===== src/rtl/membus_arbiter_pkg.sv =====
// Shared bus/RAM types for the memory bus arbiter: width defaults, master limit, arbiter FSM states.
package project_types;

    localparam int MEMBUS_MAX_MASTERS = 8;
    localparam int RAM_ADDR_W         = 32;
    localparam int RAM_DATA_W         = 32;

    typedef logic [RAM_ADDR_W-1:0] ram_addr_t;
    typedef logic [RAM_DATA_W-1:0] ram_data_t;

    typedef enum logic {
        ARB_IDLE,
        ARB_BUSY
    } arb_state_t;

endpackage


===== src/rtl/membus_arbiter_rr.sv =====
// Combinational round-robin picker: first requester found scanning last+1, last+2, ... mod N.
module rr_arbiter #(
    parameter int N     = 2,
    parameter int IDX_W = $clog2(N)
) (
    input  logic [N-1:0]     req,
    input  logic [IDX_W-1:0] last,
    output logic             valid,
    output logic [IDX_W-1:0] grant
);

    logic [IDX_W-1:0] w_cand;

    always_comb begin
        valid  = 1'b0;
        grant  = '0;
        w_cand = '0;
        for (int k = 1; k <= N; k++) begin
            w_cand = IDX_W'((int'(last) + k) % N);
            if (!valid && req[w_cand]) begin
                valid = 1'b1;
                grant = w_cand;
            end
        end
    end

endmodule


===== src/rtl/membus_arbiter.sv =====
// N-master to 1-slave memory bus arbiter, round-robin grant, variable-latency slave ack.
// Optional slave-wait abort enabled by defining MEMBUS_ARB_TIMEOUT_EN.
//
//   state    | meaning
//   ARB_IDLE | no transaction; picks the next eligible master
//   ARB_BUSY | request latched to slave, waiting for s_ack (or timeout)
module membus_arbiter
    import project_types::*;
#(
    parameter int NUM_MASTERS    = 2,
    parameter int ADDR_W         = $bits(ram_addr_t),
    parameter int DATA_W         = $bits(ram_data_t),
    parameter int TIMEOUT_CYCLES = 255
) (
    input  logic                            clk,
    input  logic                            rst,
    input  logic [NUM_MASTERS-1:0]          m_ce,
    input  logic [NUM_MASTERS-1:0]          m_we,
    input  logic [NUM_MASTERS*ADDR_W-1:0]   m_addr,
    input  logic [NUM_MASTERS*DATA_W-1:0]   m_wdata,
    output logic [DATA_W-1:0]               m_rdata,
    output logic [NUM_MASTERS-1:0]          m_ack,
    output logic                            m_err,
    output logic                            s_ce,
    output logic                            s_we,
    output logic [ADDR_W-1:0]               s_addr,
    output logic [DATA_W-1:0]               s_wdata,
    input  logic [DATA_W-1:0]               s_rdata,
    input  logic                            s_ack,
    output logic [$clog2(NUM_MASTERS)-1:0]  grant_id,
    output logic                            busy
);

    localparam int IDX_W = $clog2(NUM_MASTERS);

    if (NUM_MASTERS < 2 || NUM_MASTERS > MEMBUS_MAX_MASTERS) begin : g_bad_masters
        $error("membus_arbiter: NUM_MASTERS must be within 2..%0d", MEMBUS_MAX_MASTERS);
    end
    if (TIMEOUT_CYCLES < 0) begin : g_bad_timeout
        $error("membus_arbiter: TIMEOUT_CYCLES must be non-negative");
    end

    arb_state_t             r_state;
    arb_state_t             w_state_nxt;
    logic                   w_grant_go;
    logic                   w_done;
    logic                   w_abort;
    logic                   w_tmo;

    logic [NUM_MASTERS-1:0] w_elig;
    logic                   w_arb_valid;
    logic [IDX_W-1:0]       w_arb_idx;
    logic [ADDR_W-1:0]      w_addr_arr  [NUM_MASTERS];
    logic [DATA_W-1:0]      w_wdata_arr [NUM_MASTERS];

    logic [DATA_W-1:0]      r_rdata;
    logic [NUM_MASTERS-1:0] r_m_ack;
    logic                   r_err;
    logic                   r_s_ce;
    logic                   r_s_we;
    logic [ADDR_W-1:0]      r_s_addr;
    logic [DATA_W-1:0]      r_s_wdata;
    logic [IDX_W-1:0]       r_grant;
    logic [IDX_W-1:0]       r_last;

    for (genvar gi = 0; gi < NUM_MASTERS; gi++) begin : g_unpack
        assign w_addr_arr[gi]  = m_addr[gi*ADDR_W +: ADDR_W];
        assign w_wdata_arr[gi] = m_wdata[gi*DATA_W +: DATA_W];
    end

    // The master acked this cycle still has m_ce high; mask it so it is not re-granted.
    assign w_elig = m_ce & ~r_m_ack;

    rr_arbiter #(
        .N     (NUM_MASTERS),
        .IDX_W (IDX_W)
    ) u_rr (
        .req   (w_elig),
        .last  (r_last),
        .valid (w_arb_valid),
        .grant (w_arb_idx)
    );

`ifdef MEMBUS_ARB_TIMEOUT_EN
    localparam int TMO_W = (TIMEOUT_CYCLES < 1) ? 1 : $clog2(TIMEOUT_CYCLES + 1);

    logic [TMO_W-1:0] r_tcnt;

    // Down-counter loaded on grant; terminal count means the wait limit is used up.
    always_ff @(posedge clk) begin
        if (rst) begin
            r_tcnt <= '0;
        end else if (w_grant_go) begin
            r_tcnt <= TMO_W'(TIMEOUT_CYCLES);
        end else if (r_state == ARB_BUSY && !s_ack && r_tcnt != '0) begin
            r_tcnt <= r_tcnt - 1'b1;
        end
    end

    assign w_tmo = (r_tcnt == '0);
`else
    assign w_tmo = 1'b0;
`endif

    always_ff @(posedge clk) begin
        if (rst) begin
            r_state <= ARB_IDLE;
        end else begin
            r_state <= w_state_nxt;
        end
    end

    always_comb begin
        w_state_nxt = r_state;
        w_grant_go  = 1'b0;
        w_done      = 1'b0;
        w_abort     = 1'b0;
        case (r_state)
            ARB_IDLE: begin
                if (w_arb_valid) begin
                    w_grant_go  = 1'b1;
                    w_state_nxt = ARB_BUSY;
                end
            end
            ARB_BUSY: begin
                // A slave ack on the expiry cycle wins over the abort.
                if (s_ack) begin
                    w_done      = 1'b1;
                    w_state_nxt = ARB_IDLE;
                end else if (w_tmo) begin
                    w_abort     = 1'b1;
                    w_state_nxt = ARB_IDLE;
                end
            end
            default: w_state_nxt = ARB_IDLE;
        endcase
    end

    always_ff @(posedge clk) begin
        if (rst) begin
            r_rdata   <= '0;
            r_m_ack   <= '0;
            r_err     <= 1'b0;
            r_s_ce    <= 1'b0;
            r_s_we    <= 1'b0;
            r_s_addr  <= '0;
            r_s_wdata <= '0;
            r_grant   <= '0;
            r_last    <= IDX_W'(NUM_MASTERS - 1);
        end else begin
            r_m_ack <= '0;
            if (w_grant_go) begin
                r_s_ce    <= 1'b1;
                r_s_we    <= m_we[w_arb_idx];
                r_s_addr  <= w_addr_arr[w_arb_idx];
                r_s_wdata <= w_wdata_arr[w_arb_idx];
                r_grant   <= w_arb_idx;
            end
            if (w_done || w_abort) begin
                r_s_ce  <= 1'b0;
                r_m_ack <= NUM_MASTERS'(1) << r_grant;
                r_rdata <= w_done ? s_rdata : '0;
                r_err   <= w_abort;
                r_last  <= r_grant;
            end
        end
    end

    assign m_rdata  = r_rdata;
    assign m_ack    = r_m_ack;
    assign m_err    = r_err;
    assign s_ce     = r_s_ce;
    assign s_we     = r_s_we;
    assign s_addr   = r_s_addr;
    assign s_wdata  = r_s_wdata;
    assign grant_id = r_grant;
    assign busy     = (r_state == ARB_BUSY);

endmodule

===== config.mk =====
export PLATFORM = sky130hd
export DESIGN_NAME = membus_arbiter
export DESIGN_NICKNAME = d
export VERILOG_FILES = /design/src/rtl/membus_arbiter_pkg.sv /design/src/rtl/membus_arbiter_rr.sv /design/src/rtl/membus_arbiter.sv
export SDC_FILE = /design/constraint.sdc
export NUM_CORES = 1
export LEC_CHECK = 0
export CAP_MARGIN = 20
export CORE_ASPECT_RATIO = 0.9
export CORE_UTILIZATION = 39
export CTS_CLUSTER_SIZE = 16
export DETAILED_ROUTE_END_ITERATION = 8
export PLACE_DENSITY = 0.9
export RECOVER_POWER = 25
export SLEW_MARGIN = 20
export SYNTH_ARGS = -nofsm -noshare
export SYNTH_HDL_FRONTEND = slang
export SYNTH_SLANG_ARGS = --single-unit
export TNS_END_PERCENT = 1

===== constraint.sdc =====
create_clock -name clk -period 2.25 [get_ports clk]
set_input_delay 0.45 -clock clk [delete_from_list [all_inputs] [get_ports clk]]
set_output_delay 0.45 -clock clk [all_outputs]
set_load 0.005 [all_outputs]

======== Word level (Yosys, flattened, before mapping) ========
Cells that the tools add are included.
storage, ports and cells
  register bits ........................... 103
  output and inout bits ................... 103
  word-level logic and storage cells ...... 47
  input port bits ......................... 167
cells by class
  multiplexer cells ....................... 22
  add/sub/neg operators ................... 2
  order comparisons ....................... 4
  reductions and logical operators ........ 4
  shift-type cells ........................ 1
  bitwise gates (word level) .............. 5
operator list
  operator             count
  $mux 32              6
  $mux 1               15
  $lt 1x2->1 const B   3
  $reduce_or 2->1      2
  $add 1x1->1 const B  2
  $and 2x2->2          1
  $ge 2x2->1 const B   1
  $not 1->1            2
  $not 1->2            1
  $not 2->2            1
  $pmux 1 s2           1
  $shl 1x1->2 const A  1
  $logic_and 1x1->1    1
  $logic_not 1->1      1

======== Depth between registers and ports, before layout ========
Gate-level depths: netlist of run 1.
  word-level depth ........................ 12
  depth in mapped cells ................... 6
  gate-level depth less buffers ........... 4

======== Hierarchy ========
Synthesis of run 1 repeated with hierarchy kept, for this count alone.
second synthesis, totals
  cell total of the unflattened synthesis .. 385
  area total of the unflattened synthesis .. 4229.1 µm²
modules (own cells, without submodules)
  module          area each (µm²)  sequential area each (µm²)  cells an instance  times used
  membus_arbiter  4215.3           2062.0                      383                1
  rr_arbiter      13.8             0.0                         2                  1

======== Worst setup path after synthesis of run 1 ========
No wires, ideal clock.
  path kind ............................... input-to-reg
  start point ............................. input rst
  end point ............................... register r_s_addr[13], in the netlist s_addr[13]
  arrival time ............................ 1.262 ns
  required time ........................... 2.103 ns
  slack ................................... 0.842 ns
  buffers on the path ..................... 3
  library setup time ...................... 0.147 ns
  cell stages on the path ................. 4
  cell sequence ........................... buf_2 buf_2 clkbuf_1 a311oi_2
RTL lines
  element               line                   text
  from (decl)           membus_arbiter.sv:16   input logic rst,
  to (signal assigned)  membus_arbiter.sv:155  r_s_addr <= w_addr_arr[w_arb_idx];
  to (decl)             membus_arbiter.sv:61   logic [ADDR_W-1:0] r_s_addr;
No word-level cell between the ends.

======== Final worst setup path of run 1 ========
  start point ............................. input m_ce[0]
  end point ............................... register r_s_addr[11], in the netlist s_addr[11]
between the ends
  word-level cells in the longest chain between the ends .. 11
  elaborated cells on any way between the ends .. 17
  those cells by class .................... mux: 13; bitwise: 2; reduce/logical: 2
ends and longest elaborated chain
  element                                     line                     text
  from (decl)                                 membus_arbiter.sv:17     input logic [NUM_MASTERS-1:0] m_ce,
  $and 2x2->2 *                               membus_arbiter.sv:72     assign w_elig = m_ce & ~r_m_ack;
  $mux 1 (not written as such) (2 in a row)   membus_arbiter_rr.sv:20  if (!valid && req[w_cand]) begin
  $mux 1                                      membus_arbiter_rr.sv:20
  $logic_not 1->1                             membus_arbiter_rr.sv:20
  $logic_and 1x1->1                           membus_arbiter_rr.sv:20
  $mux 1                                      membus_arbiter_rr.sv:20
  $not 1->2 (not written as such)             membus_arbiter.sv:155
  $mux 32 (not written as such) (3 in a row)  membus_arbiter.sv:155
Mark *: on every way between the ends. The rest lies on a longest branch, timed or not. The select of a mux whose other input is x is not followed.
A chain may end at the register's enable or synchronous reset.

==> results of run 1 <==
logic make-up after synthesis:
family          count (synthesis)
simple gates                  207
compound gates                103
flops                         103
buf+inv                        45
other cells                     1
Yosys cell counts, types with 2 or more instances:
library cell | number | area share [%]
nand2_1 | 133 | 12
nor3_1 | 2 | 0.24
buf_4 | 5 | 0.91
o21a_1 | 2 | 0.36
dfxtp_1 | 103 | 50
a311oi_1 | 45 | 9.5
nand2b_1 | 2 | 0.30
buf_6 | 6 | 1.6
buf_2 | 21 | 2.5
a22o_1 | 32 | 6.8
nor2_1 | 67 | 6.1
a311oi_2 | 20 | 7.2
clkbuf_1 | 11 | 1.0
inv_1 | 2 | 0.18
cell type report:
type,count,area [um2]
clock buffers,10,239
clock inverters,6,76.3
fillers,758,3130
inverters,2,7.51
multi-input cells,311,1830
flip-flops and latches,103,2060
well taps,129,161
repair buffers,278,2790
through the flow:
stage	utilization [%]	area (um2)	hold WS (ps)	setup WS [ps]	power, uW
floorplan	-	4150	426	842	2570
global placement	66.7	6870	440	232	3220
detailed placement	66.7	6870	440	69.7	3270
CTS	69.8	7180	451	346	4920
global route	69.6	7170	483	174	5090
finish	69.6	7170	447	288	4870
worst max-delay path, cell delays in order:
cell,delay (ps)
clkdlybuf4s50_1,500
nand2b_1,120
a21oi_4,200
clkbuf_4,510
nor2_1,110
a311oi_2,260
worst min path at each step:
stage                         from             endpoint  slack [ps]
2_1_floorplan  r_last$_SDFFE_PP1P_  r_last$_SDFFE_PP1P_         430
3_3_place_gp   r_last$_SDFFE_PP1P_  r_last$_SDFFE_PP1P_         440
3_5_place_dp   r_last$_SDFFE_PP1P_  r_last$_SDFFE_PP1P_         440
4_1_cts        r_last$_SDFFE_PP1P_  r_last$_SDFFE_PP1P_         450
5_1_grt        r_last$_SDFFE_PP1P_  r_last$_SDFFE_PP1P_         480
6_report       r_last$_SDFFE_PP1P_  r_last$_SDFFE_PP1P_         450
sequential cells by signal (all words and copies together) (netlist names):
name and count:
s_ce 1, m_rdata 32, s_addr 32, s_wdata 32
busy 1, r_last 1, grant_id 1, s_we 1
m_ack 2
per-layer routing:
metal	up-vias	GRT usage, %	wire, um
met5	-	0	0
met4	0	9.13	325
met3	27	6.34	940
met2	208	42.3	6800
met1	2053	28.3	5660
li1	2102	-	-
power by group:
| part | leakage (uW) | internal [uW] | switching, uW |
|---|---|---|---|
| Sequential | 0.000850 | 1980 | 86.6 |
| Combinational | 0.00177 | 682 | 459 |
| Clock | 0.000156 | 915 | 740 |
| Total | 0.00278 | 3580 | 1280 |
==> impl_metrics.py, run 1 <==
metrics = {
    "run_status": {
        "run_status": "completed",
    },
    "placement": {
        "numPortBuffers": 268,
        "dpl.cell_count": 823,
        "dp_hpwl_um": 9880,
        "place.gp.congestion": 0.791,
    },
    "die": {
        "core_area_um2": 10300,
        "die_w_um": 111,
        "die_area_um2": 11000,
        "row_count": 35,
        "die_h_um": 99.8,
        "initial_core_util_pct": 40.3,
        "io_pins": 270,
    },
    "final_layout": {
        "final_net_count": 872,
        "n_antenna_cell": 0,
        "mostFrequentLayoutCells": "clkdlybuf4s50_1 (253), nand2_1 (132), dfxtp_1 (103)",
        "syn2layout_area_growth_pct": 72.8,
        "most_common_cell_after_layout_fill_and_taps_aside": "clkdlybuf4s50_1",
        "final_cell_count_no_fill": 839,
        "layout-drive-gt1-share_pct": 7.32,
    },
    "synthesis": {
        "synth.yosys.warnings": 0,
        "yosysSeqAreaShare_pct": 49.7,
        "synth-edff-count": 0,
        "synth_top_family_by_area": "compound AO/OA/AOI/OAI gates",
        "post_synth_fa_ha_maj_area_fraction_pct": 0,
        "asyncSetResetFlopFracSynth_pct": 0,
        "post_synthesis_net_count": 626,
        "syn_avg_cell_area_um2": 9.03,
        "synth_mux_area_share_pct": 0,
        "synth-xor-area-share_pct": 0,
        "synth-simple-area-share_pct": 19.1,
        "synth.ff_latch_count": 103,
        "area_fraction_in_compound_gates_after_synthesis_pct": 24.8,
        "syn_area_um2": 4150,
        "netlist_instances": 459,
        "yosys_most_used_dff": "dfxtp_1",
        "count_of_distinct_cell_types_in_the_synthesized_netlist": 22,
    },
    "global_route": {
        "grt_pass1_vias": 4462,
        "grt_overflow": 0,
        "number_of_antenna_violations_at_the_first_check_in_global_routing": 0,
        "maximum_number_of_pins_on_one_net_before_global_route_repair": 89,
        "grt_first_pass_wirelength_um": 21700,
        "globalRouteTotalUtil_pct": 24.1,
    },
    "worst_setup_path": {
        "setup.worst_path.class": "input pin to register",
        "timing.critical_path.required_ps": 2490,
        "regToRegStartpoint": "m_ack[1]$_SDFF_PP0_",
        "crit_startpoint": "m_ce[0]",
        "timing.critical_path.to_type": "register",
        "timing.reg2reg.setup_slack_ps": 510,
        "timing.critical_path.to": "s_addr[11]$_SDFFE_PP0P_",
        "critical_path_data_arrival_time_ps": 2200,
        "reg2reg_end": "s_addr[11]$_SDFFE_PP0P_",
        "r2r_cells": 5,
        "critPathMaxFanout": 44,
        "timing.critical_path.from_type": "input pin",
    },
    "sta": {
        "max_freq_mhz": 510,
        "finalClockSkew_ps": 10.4,
        "setup_total_negative_slack_ps": 0,
        "worst-slew-pin-transition_ps": 692,
        "setup-violations-final": 0,
        "timing.slew.headroom_pct": 53.8,
        "final_max_slew_viol_count": 0,
        "finalCriticalPeriod_ps": 1960,
        "final_hold_viol_count": 0,
        "final.period_utilization_pct": 87.2,
        "rsz_0062_raised_after_global_routing": "no",
    },
    "detailed_routing": {
        "drtPass1Iterations": 4,
        "post_drt_wl_per_cell_um": 16.4,
        "vias_per_cell": 5.23,
        "drcViolationCount": 0,
        "detail-route-antenna-nets": 0,
        "vias": 4390,
        "wirelength_um": 13700,
        "first_iter_violations": 283,
    },
    "clock_network": {
        "cts_hold_buffers": 0,
        "path_clk_slew_ps": 70,
        "clock-root-buffer": "clkbuf_16",
        "cts.htree.levels": 3,
        "numCtsBuffers": 9,
        "cts_post_setup_buffers_inserted": 0,
        "clockBufferDepth": 2,
        "clock_latency_ps": 340,
        "clock-sinks": 103,
        "cts-resized-gates": 0,
        "clock_tree_from_tritoncts": "done",
    },
    "power": {
        "ir_drop_mv": 0.454,
        "p_per_area_nw_per_um2": 679,
        "total_leakage_power_uw": 0.00278,
    },
    "worst_hold_path": {
        "hp-class": "register to register",
        "min_path_cells": 2,
    },
    "job": {
        "max_cap_viol_count": 0,
    },
}
Power figures use the tool's default switching activity.
==> run 2: changes to the inputs <==
--- a/config.mk
+++ b/config.mk
@@ -5,9 +5,10 @@
 export SDC_FILE = /design/constraint.sdc
 export NUM_CORES = 1
 export LEC_CHECK = 0
+export ABC_AREA = 1
 export CAP_MARGIN = 20
 export CORE_ASPECT_RATIO = 0.9
-export CORE_UTILIZATION = 39
+export CORE_UTILIZATION = 42
 export CTS_CLUSTER_SIZE = 16
 export DETAILED_ROUTE_END_ITERATION = 8
 export PLACE_DENSITY = 0.9
==> run 2 against run 1 <==
Against the previous run: sequential share of layout area decreased by 2.7 points; cell area increased by 10%; utilization increased by 1.7 points; first-iteration DRC count increased by 29%; clock power about the same.
==> impl_metrics.py, run 2 <==
metrics = {
    "power": {
        "ir_drop_mv": 0.598,
        "p_per_area_nw_per_um2": 640,
        "total_leakage_power_uw": 0.00363,
        "design_power_total_uw": 5060,
    },
    "final_layout": {
        "layout-drive-gt1-share_pct": 8.28,
        "syn2layout_area_growth_pct": 61.8,
        "area_of_the_multi_input_gates_um2": 1980,
        "layout.area.seq_um2": 2060,
        "most_common_cell_after_layout_fill_and_taps_aside": "clkdlybuf4s50_1",
        "final_net_count": 1080,
        "mostFrequentLayoutCells": "clkdlybuf4s50_1 (266), nand2_1 (138), inv_1 (137)",
        "n_fill_cell": 863,
    },
    "sta": {
        "final_hold_viol_count": 0,
        "timing.slew.headroom_pct": 56.8,
        "final.period_utilization_pct": 84.4,
        "fin_worst_hold_slack_ps": 461,
        "setup_total_negative_slack_ps": 0,
        "finalClockSkew_ps": 7.05,
        "finalCriticalPeriod_ps": 1900,
        "rsz_0062_raised_after_global_routing": "no",
        "final_max_slew_viol_count": 0,
        "max_freq_mhz": 526,
        "setup-violations-final": 0,
        "worst-slew-pin-transition_ps": 649,
    },
    "worst_setup_path": {
        "timing.critical_path.to_type": "register",
        "r2r_cells": 9,
        "regToRegStartpoint": "m_ack[0]$_SDFF_PP0_",
        "timing.critical_path.required_ps": 2490,
        "reg2reg_end": "s_wdata[22]$_SDFFE_PP0P_",
        "critPathMaxFanout": 42,
        "timing.critical_path.to": "s_wdata[22]$_SDFFE_PP0P_",
        "crit_startpoint": "m_ce[0]",
        "timing.critical_path.from_type": "input pin",
        "critical_path_data_arrival_time_ps": 2140,
        "setup.worst_path.class": "input pin to register",
        "timing.reg2reg.setup_slack_ps": 600,
    },
    "clock_network": {
        "clock_tree_from_tritoncts": "done",
        "numCtsBuffers": 9,
        "clock-root-buffer": "clkbuf_16",
        "cts-resized-gates": 0,
        "cts.htree.levels": 3,
        "cts_hold_buffers": 0,
        "clockBufferDepth": 2,
        "cts_post_setup_buffers_inserted": 0,
        "clock-sinks": 103,
        "path_clk_slew_ps": 70,
        "clock_latency_ps": 340,
    },
    "synthesis": {
        "yosysSeqAreaShare_pct": 42.2,
        "post_synthesis_net_count": 836,
        "synth_area_leader_cell": "dfxtp_1",
        "count_of_distinct_cell_types_in_the_synthesized_netlist": 19,
        "synth_commonest_cells": "nand2_1 (138), inv_1 (136), nand3_1 (130)",
        "post-synth-top-count-cell": "nand2_1",
        "synth_top_family_by_area": "simple AND/OR/NAND/NOR gates",
        "post_synth_fa_ha_maj_area_fraction_pct": 0,
        "syn_avg_cell_area_um2": 7.30,
        "synth.yosys.warnings": 0,
        "synth-simple-area-share_pct": 24.8,
        "synth.area.top_cells": "dfxtp_1 (42%), nand3_1 (13%), nand2_1 (11%)",
        "synth_mux_area_share_pct": 0,
        "asyncSetResetFlopFracSynth_pct": 0,
        "synth-edff-count": 0,
        "synth.top_cell.area_share_pct": 42.2,
        "yosys_most_used_dff": "dfxtp_1",
        "syn_area_um2": 4890,
        "area_fraction_in_compound_gates_after_synthesis_pct": 15.7,
        "netlist_instances": 669,
        "synth.ff_latch_count": 103,
        "synth-xor-area-share_pct": 0,
    },
    "detailed_routing": {
        "drtPass1Iterations": 4,
        "wirelength_um": 16500,
        "detail-route-antenna-nets": 0,
        "vias_per_cell": 4.87,
        "vias": 5218,
        "drcViolationCount": 0,
        "first_iter_violations": 366,
        "post_drt_wl_per_cell_um": 15.4,
    },
    "die": {
        "die_area_um2": 12100,
        "die_w_um": 116,
        "core_area_um2": 11100,
        "initial_core_util_pct": 44.1,
        "die_h_um": 104,
        "row_count": 36,
        "io_pins": 270,
    },
    "placement": {
        "numPortBuffers": 268,
        "dp_hpwl_um": 11800,
        "place.gp.congestion": 0.857,
    },
    "run_status": {
        "run_status": "completed",
    },
    "global_route": {
        "grt_pass1_vias": 5160,
        "grt_overflow": 0,
        "grt_first_pass_wirelength_um": 25300,
        "number_of_antenna_violations_at_the_first_check_in_global_routing": 1,
        "maximum_number_of_pins_on_one_net_before_global_route_repair": 66,
        "globalRouteTotalUtil_pct": 26.7,
    },
    "worst_hold_path": {
        "min_path_cells": 4,
        "hp-class": "input pin to register",
    },
    "job": {
        "max_cap_viol_count": 0,
    },
}
-- run 2: cell types whose count changed after synthesis, moves of 20 or more --
cell,change
a21oi_2,+39
a21oi_1,+25
a311oi_1,-45
inv_1,+134
nand3_1,+130
nor2_1,-61
a311oi_2,-20
-- run 2: cell type report --
cell class / instances / share of cell area (%)
antenna: 1 / 0.0317
clock buffer: 11 / 3.20
clock inverter: 5 / 0.776
inverter: 140 / 6.65
multi-input combinational: 377 / 25.1
sequential: 103 / 26.1
tap: 152 / 2.41
timing repair buffer: 282 / 35.8
-- run 2: logic make-up after synthesis --
family          after synthesis
buf+inv                     189
simple gates                277
compound gates               99
flops                       103
other cells                   1
-- run 2: worst min path at each step --
stage	startpoint	endpoint	slack, ps
2_1_floorplan	grant_id$_SDFFE_PP0P_	m_ack[0]$_SDFF_PP0_	450
3_3_place_gp	m_rdata[17]$_SDFFE_PP0P_	m_rdata[17]$_SDFFE_PP0P_	460
3_5_place_dp	m_rdata[19]$_SDFFE_PP0P_	m_rdata[19]$_SDFFE_PP0P_	450
4_1_cts	rst	m_ack[1]$_SDFF_PP0_	430
5_1_grt	rst	m_ack[1]$_SDFF_PP0_	470
6_report	rst	grant_id$_SDFFE_PP0P_	460
-- run 2: through the flow --
step                      instance area (um2)  setup slack, ps  util (%)  instances
after floorplan                          4890             1000         -        669
after global placement                   7620              382      68.7       1054
after detailed placement                 7620              319      68.7       1054
after CTS                                7930              499      71.6       1070
after global routing                     7910              241      71.3       1071
final                                    7910              350      71.3       1071
-- run 2: power by group --
group / internal [uW] / switching [uW]
logic: 744 / 603
registers: 1990 / 88.0
clock network: 935 / 707
total: 3660 / 1400
-- run 2: critical path: stages --
cell	delay [ps]
clkdlybuf4s50_1	510
nand2_1	80
nand2_1	100
nand2_1	130
inv_2	80
clkbuf_4	430
nand3_1	170
nand2_1	100
inv_1	40
-- run 2: layer usage --
| layer | up-vias | track usage [%] | share of wire [%] |
|---|---|---|---|
| li1 | 2579 | - | - |
| met1 | 2382 | 28.7 | 39 |
| met2 | 218 | 46.6 | 49 |
| met3 | 39 | 9.56 | 9.5 |
| met4 | 0 | 11.6 | 3.1 |
| met5 | - | 0 | 0 |
==> run 3: changes to the inputs <==
--- a/config.mk
+++ b/config.mk
@@ -8,10 +8,10 @@
 export ABC_AREA = 1
 export CAP_MARGIN = 20
 export CORE_ASPECT_RATIO = 0.9
-export CORE_UTILIZATION = 42
+export CORE_UTILIZATION = 35
 export CTS_CLUSTER_SIZE = 16
 export DETAILED_ROUTE_END_ITERATION = 8
-export PLACE_DENSITY = 0.9
+export PLACE_DENSITY = 0.81
 export RECOVER_POWER = 25
 export SLEW_MARGIN = 20
 export SYNTH_ARGS = -nofsm -noshare
==> constraint.sdc (replaced) <==
create_clock -name clk -period 1.7 [get_ports clk]
set_input_delay 0.34 -clock clk [delete_from_list [all_inputs] [get_ports clk]]
set_output_delay 0.34 -clock clk [all_outputs]
set_load 0.005 [all_outputs]
==> run 3 against run 2 <==
Against the previous run: sequential power up 32%; clock power up 28%; utilization down 12 points; global-route usage down 5.8 points; cell count up 1.7%; sequential cell count unchanged; worst setup slack worse by 260 ps; critical path depth down 8; via count down 2.1%; combinational power up 33%; clock skew up 1.2 ps; non-clock buffer count up 3; critical endpoint is now busy.
==> impl_metrics.py, run 3 (synthesis results as in run 2) <==
metrics = {
    "sta": {
        "final_hold_viol_count": 0,
        "final_max_slew_viol_count": 0,
        "finalClockSkew_ps": 8.23,
        "worst-slew-pin-transition_ps": 556,
        "final.period_utilization_pct": 94.7,
        "finalCriticalPeriod_ps": 1610,
        "timing.slew.headroom_pct": 62.9,
        "rsz_0062_raised_after_global_routing": "no",
        "max_freq_mhz": 621,
        "setup-violations-final": 0,
        "final_critical_path_setup_slack_ps": 90.0,
    },
    "final_layout": {
        "layout.cell_area.non_filler_um2": 7990,
        "most_common_cell_after_layout_fill_and_taps_aside": "clkdlybuf4s50_1",
        "mostFrequentLayoutCells": "clkdlybuf4s50_1 (267), nand2_1 (137), inv_1 (137)",
        "layout-drive-gt1-share_pct": 8.58,
        "final_cell_count_no_fill": 1089,
        "final_net_count": 1083,
        "n_antenna_cell": 0,
        "syn2layout_area_growth_pct": 63.6,
    },
    "worst_setup_path": {
        "critical-path-slowest-cell": "clkdlybuf4s50_1",
        "timing.reg2reg.setup_slack_ps": 170,
        "r2r_cells": 8,
        "timing.critical_path.from_type": "register",
        "critPathMaxFanout": 4,
        "critical_path_data_arrival_time_ps": 1270,
        "maximum_single_stage_delay_on_the_critical_path_ps": 540,
        "critical_path_buf_inv_count": 1,
        "timing.critical_path.to_type": "output port",
        "timing.critical_path.required_ps": 1360,
        "worstPathCellList": "clkdlybuf4s50_1",
        "reg2reg_end": "s_wdata[1]$_SDFFE_PP0P_",
        "critical_path.top_delay_family": "buffers and inverters",
        "setup.worst_path.class": "register to output port",
        "regToRegStartpoint": "m_ack[1]$_SDFF_PP0_",
    },
    "detailed_routing": {
        "detail-route-antenna-nets": 0,
        "wirelength_um": 15000,
        "first_iter_violations": 275,
        "vias": 5106,
        "drtPass1Iterations": 4,
        "vias_per_cell": 4.69,
        "post_drt_wl_per_cell_um": 13.8,
        "drcViolationCount": 0,
    },
    "die": {
        "io_pins": 270,
        "initial_core_util_pct": 36.3,
        "core_area_um2": 13500,
        "die_w_um": 127,
        "row_count": 40,
        "die_area_um2": 14400,
        "die_h_um": 114,
    },
    "clock_network": {
        "cts_hold_buffers": 0,
        "clock-root-buffer": "clkbuf_16",
        "clock_tree_from_tritoncts": "done",
        "path_clk_slew_ps": 70,
        "clock-sinks": 103,
        "numCtsBuffers": 9,
        "cts-resized-gates": 0,
        "cts_post_setup_buffers_inserted": 0,
        "clock_latency_ps": 350,
        "cts.htree.levels": 3,
        "clockBufferDepth": 2,
    },
    "power": {
        "total_leakage_power_uw": 0.00365,
        "seqPwrFrac_pct": 41.3,
        "p_per_area_nw_per_um2": 829,
        "swShare_pct": 27.6,
        "total_switching_power_uw": 1830,
        "comb_power_share_pct": 27.1,
        "ir_drop_mv": 0.608,
        "clock_power_share_pct": 31.6,
        "cellInternalPower_uw": 4800,
    },
    "placement": {
        "dpl.cell_count": 1073,
        "place.gp.congestion": 0.791,
        "dp_hpwl_um": 10600,
        "dpl-instance-area_um2": 7730,
        "numPortBuffers": 268,
        "placement.setup.worst_slack_ps": -118,
    },
    "job": {
        "max_cap_viol_count": 0,
    },
    "global_route": {
        "maximum_number_of_pins_on_one_net_before_global_route_repair": 66,
        "number_of_antenna_violations_at_the_first_check_in_global_routing": 0,
        "grt_first_pass_wirelength_um": 23900,
        "globalRouteTotalUtil_pct": 20.9,
        "grt_overflow": 0,
        "grt_pass1_vias": 4927,
    },
    "worst_hold_path": {
        "min_path_cells": 4,
        "hp-class": "input pin to register",
        "min_to": "grant_id$_SDFFE_PP0P_",
        "worst_hold_startpoint": "rst",
    },
    "run_status": {
        "run_status": "completed",
    },
}
==> run 3: worst max path at each step <==
stage / startpoint / end / slack (ps) / depth (start not counted)
floorplan: m_ack[1]$_SDFF_PP0_ / s_wdata[13]$_SDFFE_PP0P_ / 560 / 10
global placement: m_ce[1] / s_wdata[16]$_SDFFE_PP0P_ / -80 / 8
detailed placement: m_ce[1] / s_wdata[15]$_SDFFE_PP0P_ / -120 / 8
CTS: busy$_SDFF_PP0_ / busy / 70 / 1
global route: busy$_SDFF_PP0_ / busy / 20 / 1
finish: busy$_SDFF_PP0_ / busy / 90 / 1
==> run 3: worst register-to-register path, cell delays in order, from the launching register on <==
cell and delay (ps):
dfxtp_1 340, inv_1 40, nand2_1 100, nand2_1 110
nand2_4 80, buf_4 460, a21oi_1 150, nand2_1 90
inv_1 30
==> run 3: metal layers <==
metal  wire length (um)  share of wire, %  global-route usage [%]
met1               6180                41                    23.1
met4                298               2.0                    7.23
met5                  0                 0                       0
met2               6980                47                    36.1
met3               1550                10                    8.93
==> run 3: cell type report <==
class	count	area (um2)
tap	168	210
multi-input combinational	377	1990
timing repair buffer	285	2900
sequential	103	2060
fill	1234	5470
clock inverter	7	80.1
inverter	140	526
clock buffer	9	225
==> run 3: power by group through the flow <==
stage | logic [uW] | registers [uW] | clock network, uW
after global routing | 1970 | 2760 | 2270
after global placement | 1800 | 2790 | 0
after floorplan | 795 | 2810 | 0
after detailed placement | 1820 | 2790 | 0
after CTS | 1830 | 2740 | 2170
final | 1790 | 2740 | 2100
==> run 3: through the flow <==
stage / setup TNS [ps] / power [uW] / util (%) / hold WS [ps]
floorplan: 0 / 3600 / - / 448
global placement: -2030 / 4580 / 57.4 / 449
finish: 0 / 6630 / 59.4 / 310
detailed placement: -3040 / 4610 / 57.4 / 444
global route: 0 / 7000 / 59.4 / 289
CTS: 0 / 6740 / 59.7 / 292
==> variant: new RTL, config.mk and constraints of run 2 <==
Change the package constant `RAM_ADDR_W` from 32 to 24.
--- a/src/rtl/membus_arbiter_pkg.sv
+++ b/src/rtl/membus_arbiter_pkg.sv
@@ -3,5 +3,5 @@
 
     localparam int MEMBUS_MAX_MASTERS = 8;
-    localparam int RAM_ADDR_W         = 32;
+    localparam int RAM_ADDR_W         = 24;
     localparam int RAM_DATA_W         = 32;
 
Ports: changed (resized m_addr and s_addr); port bits go from 270 to 246. The function was not compared with the original's and may differ.
==> variant against run 2 <==
Worst setup slack better by 39 ps; largest power group unchanged; sequential power shrank 8%; wire length shrank 15%; sequential share of layout area is 0.48 points higher; synthesized cell count fell by 10%; cell area decreased by 9.4%; synthesized area shrank 11%; sequential cell count down 8; final cell count down 11%; power down 4.8%; critical endpoint is now s_addr[17].
==> variant: results (changes against run 2) <==
[logic_synthesis]
ys_seq_area_share_pct = 43.6  ; +1.4 points
synth.area.top_cells = dfxtp_1 44%, nand3_1 13%, nand2_1 10%
synth_nets = 750  ; -10%
yosysWarningCount = 0  ; unchanged
ys_types = 18  ; -1
avgSynthCellArea_um2 = 7.29  ; -0.21%

[cts]
cts_setup_buffers = 0  ; unchanged

[final_layout]
layout.nets = 976  ; -9.6%
fin_cells = 956  ; -11%
layout-drive-gt1-share_pct = 6.75  ; -1.5 points
antenna_cells = 0  ; -1

[placement]
hpwlAfterDp_um = 10200  ; -13%
post_dp_cell_area_um2 = 6820  ; -10%
dp_cells = 940  ; -11%
port_buffers = 244  ; -9.0%
gp_congestion = 0.833  ; -2.8%

[sta]
worst_pin_slew_ps = 743  ; +94.1 ps
fin_skew_ps = 11.1  ; +4.05 ps

[routing]
wl_met1_um = 5410  ; -16%
met2_length_um = 6960  ; -13%
wl_met3_um = 1210  ; -24%
via_count = 4755  ; -8.9%
firstDrtPassIters = 5  ; +1
drt_iter0_drc = 377  ; +3.0%
wl_per_cell_um = 14.7  ; -5.0%

[run_status]
status = finished clean

[power_and_ir_drop]
p_leak_nw = 3.31  ; -8.8%

[global_routing]
grt_pass1_wl_um = 22100  ; -13%
grt_use_total_pct = 26.3  ; -0.38 points
grt_pass1_vias = 4577  ; -11%
grt_max_degree = 39  ; -41%
antenna_found_initial = 0  ; -1

[worst_setup_path]
cp_max_fo = 29  ; -31%
cp.arrival_ps = 2090  ; -50 ps

variant: cell types whose count changed after synthesis:
cell | run 2 | this run
a21oi_1 | 26 | 38
nand2_1 | 138 | 121
buf_6 | 9 | 6
nand2_2 | 1 | 2
clkbuf_1 | 2 | 4
buf_2 | 30 | 25
buf_1 | 1 | 0
buf_4 | 7 | 8
a21oi_2 | 40 | 20
dfxtp_1 | 103 | 95
inv_1 | 136 | 120
nand3_1 | 130 | 114
variant: final cells by class:
cell class | instances | area, um^2
clock buffer | 9 | 225
clock inverter | 7 | 118
fill | 730 | 2710
inverter | 124 | 465
multi-input combinational | 337 | 1730
sequential | 95 | 1900
tap | 126 | 158
timing repair buffer | 258 | 2570
variant: cell families after synthesis:
kind of cell	share of synthesized area, %
other	0.0859
and+or+nand+nor	24.6
DFF	43.6
buffers and inverters	16.8
AOI/OAI and AO/OA	14.9
variant: path summary, 6_finish.rpt:
check                            startpoint           to  slack, ps  depth (start not counted)
worst max-delay path                m_ce[0]   s_addr[17]        390                          9
worst min-delay path                    rst     grant_id        470                          4
worst max register to register         busy   m_rdata[2]        610                          4
worst min register to register  m_rdata[11]  m_rdata[11]        470                          1
variant: where the power goes:
part | switching, mW | leakage [nW] | internal (mW) | total [mW]
clock network | 0.648 | 0.170 | 1.09 | 1.74
registers | 0.0815 | 0.784 | 1.83 | 1.91
logic | 0.508 | 2.36 | 0.663 | 1.17
variant: per-layer routing:
layer | track usage (%) | vias to the layer above
li1 | - | 2333
met1 | 29.8 | 2160
met2 | 45.4 | 223
met3 | 8.33 | 39
met4 | 10.9 | 0
met5 | 0 | -
variant: critical path, stage by stage:
cell	delay [ps]
dlygate4sd3_1	580
nand2_1	60
nand2_1	70
nand2_1	80
inv_1	370
buf_12	240
nand3_1	100
nand2_1	70
inv_1	40
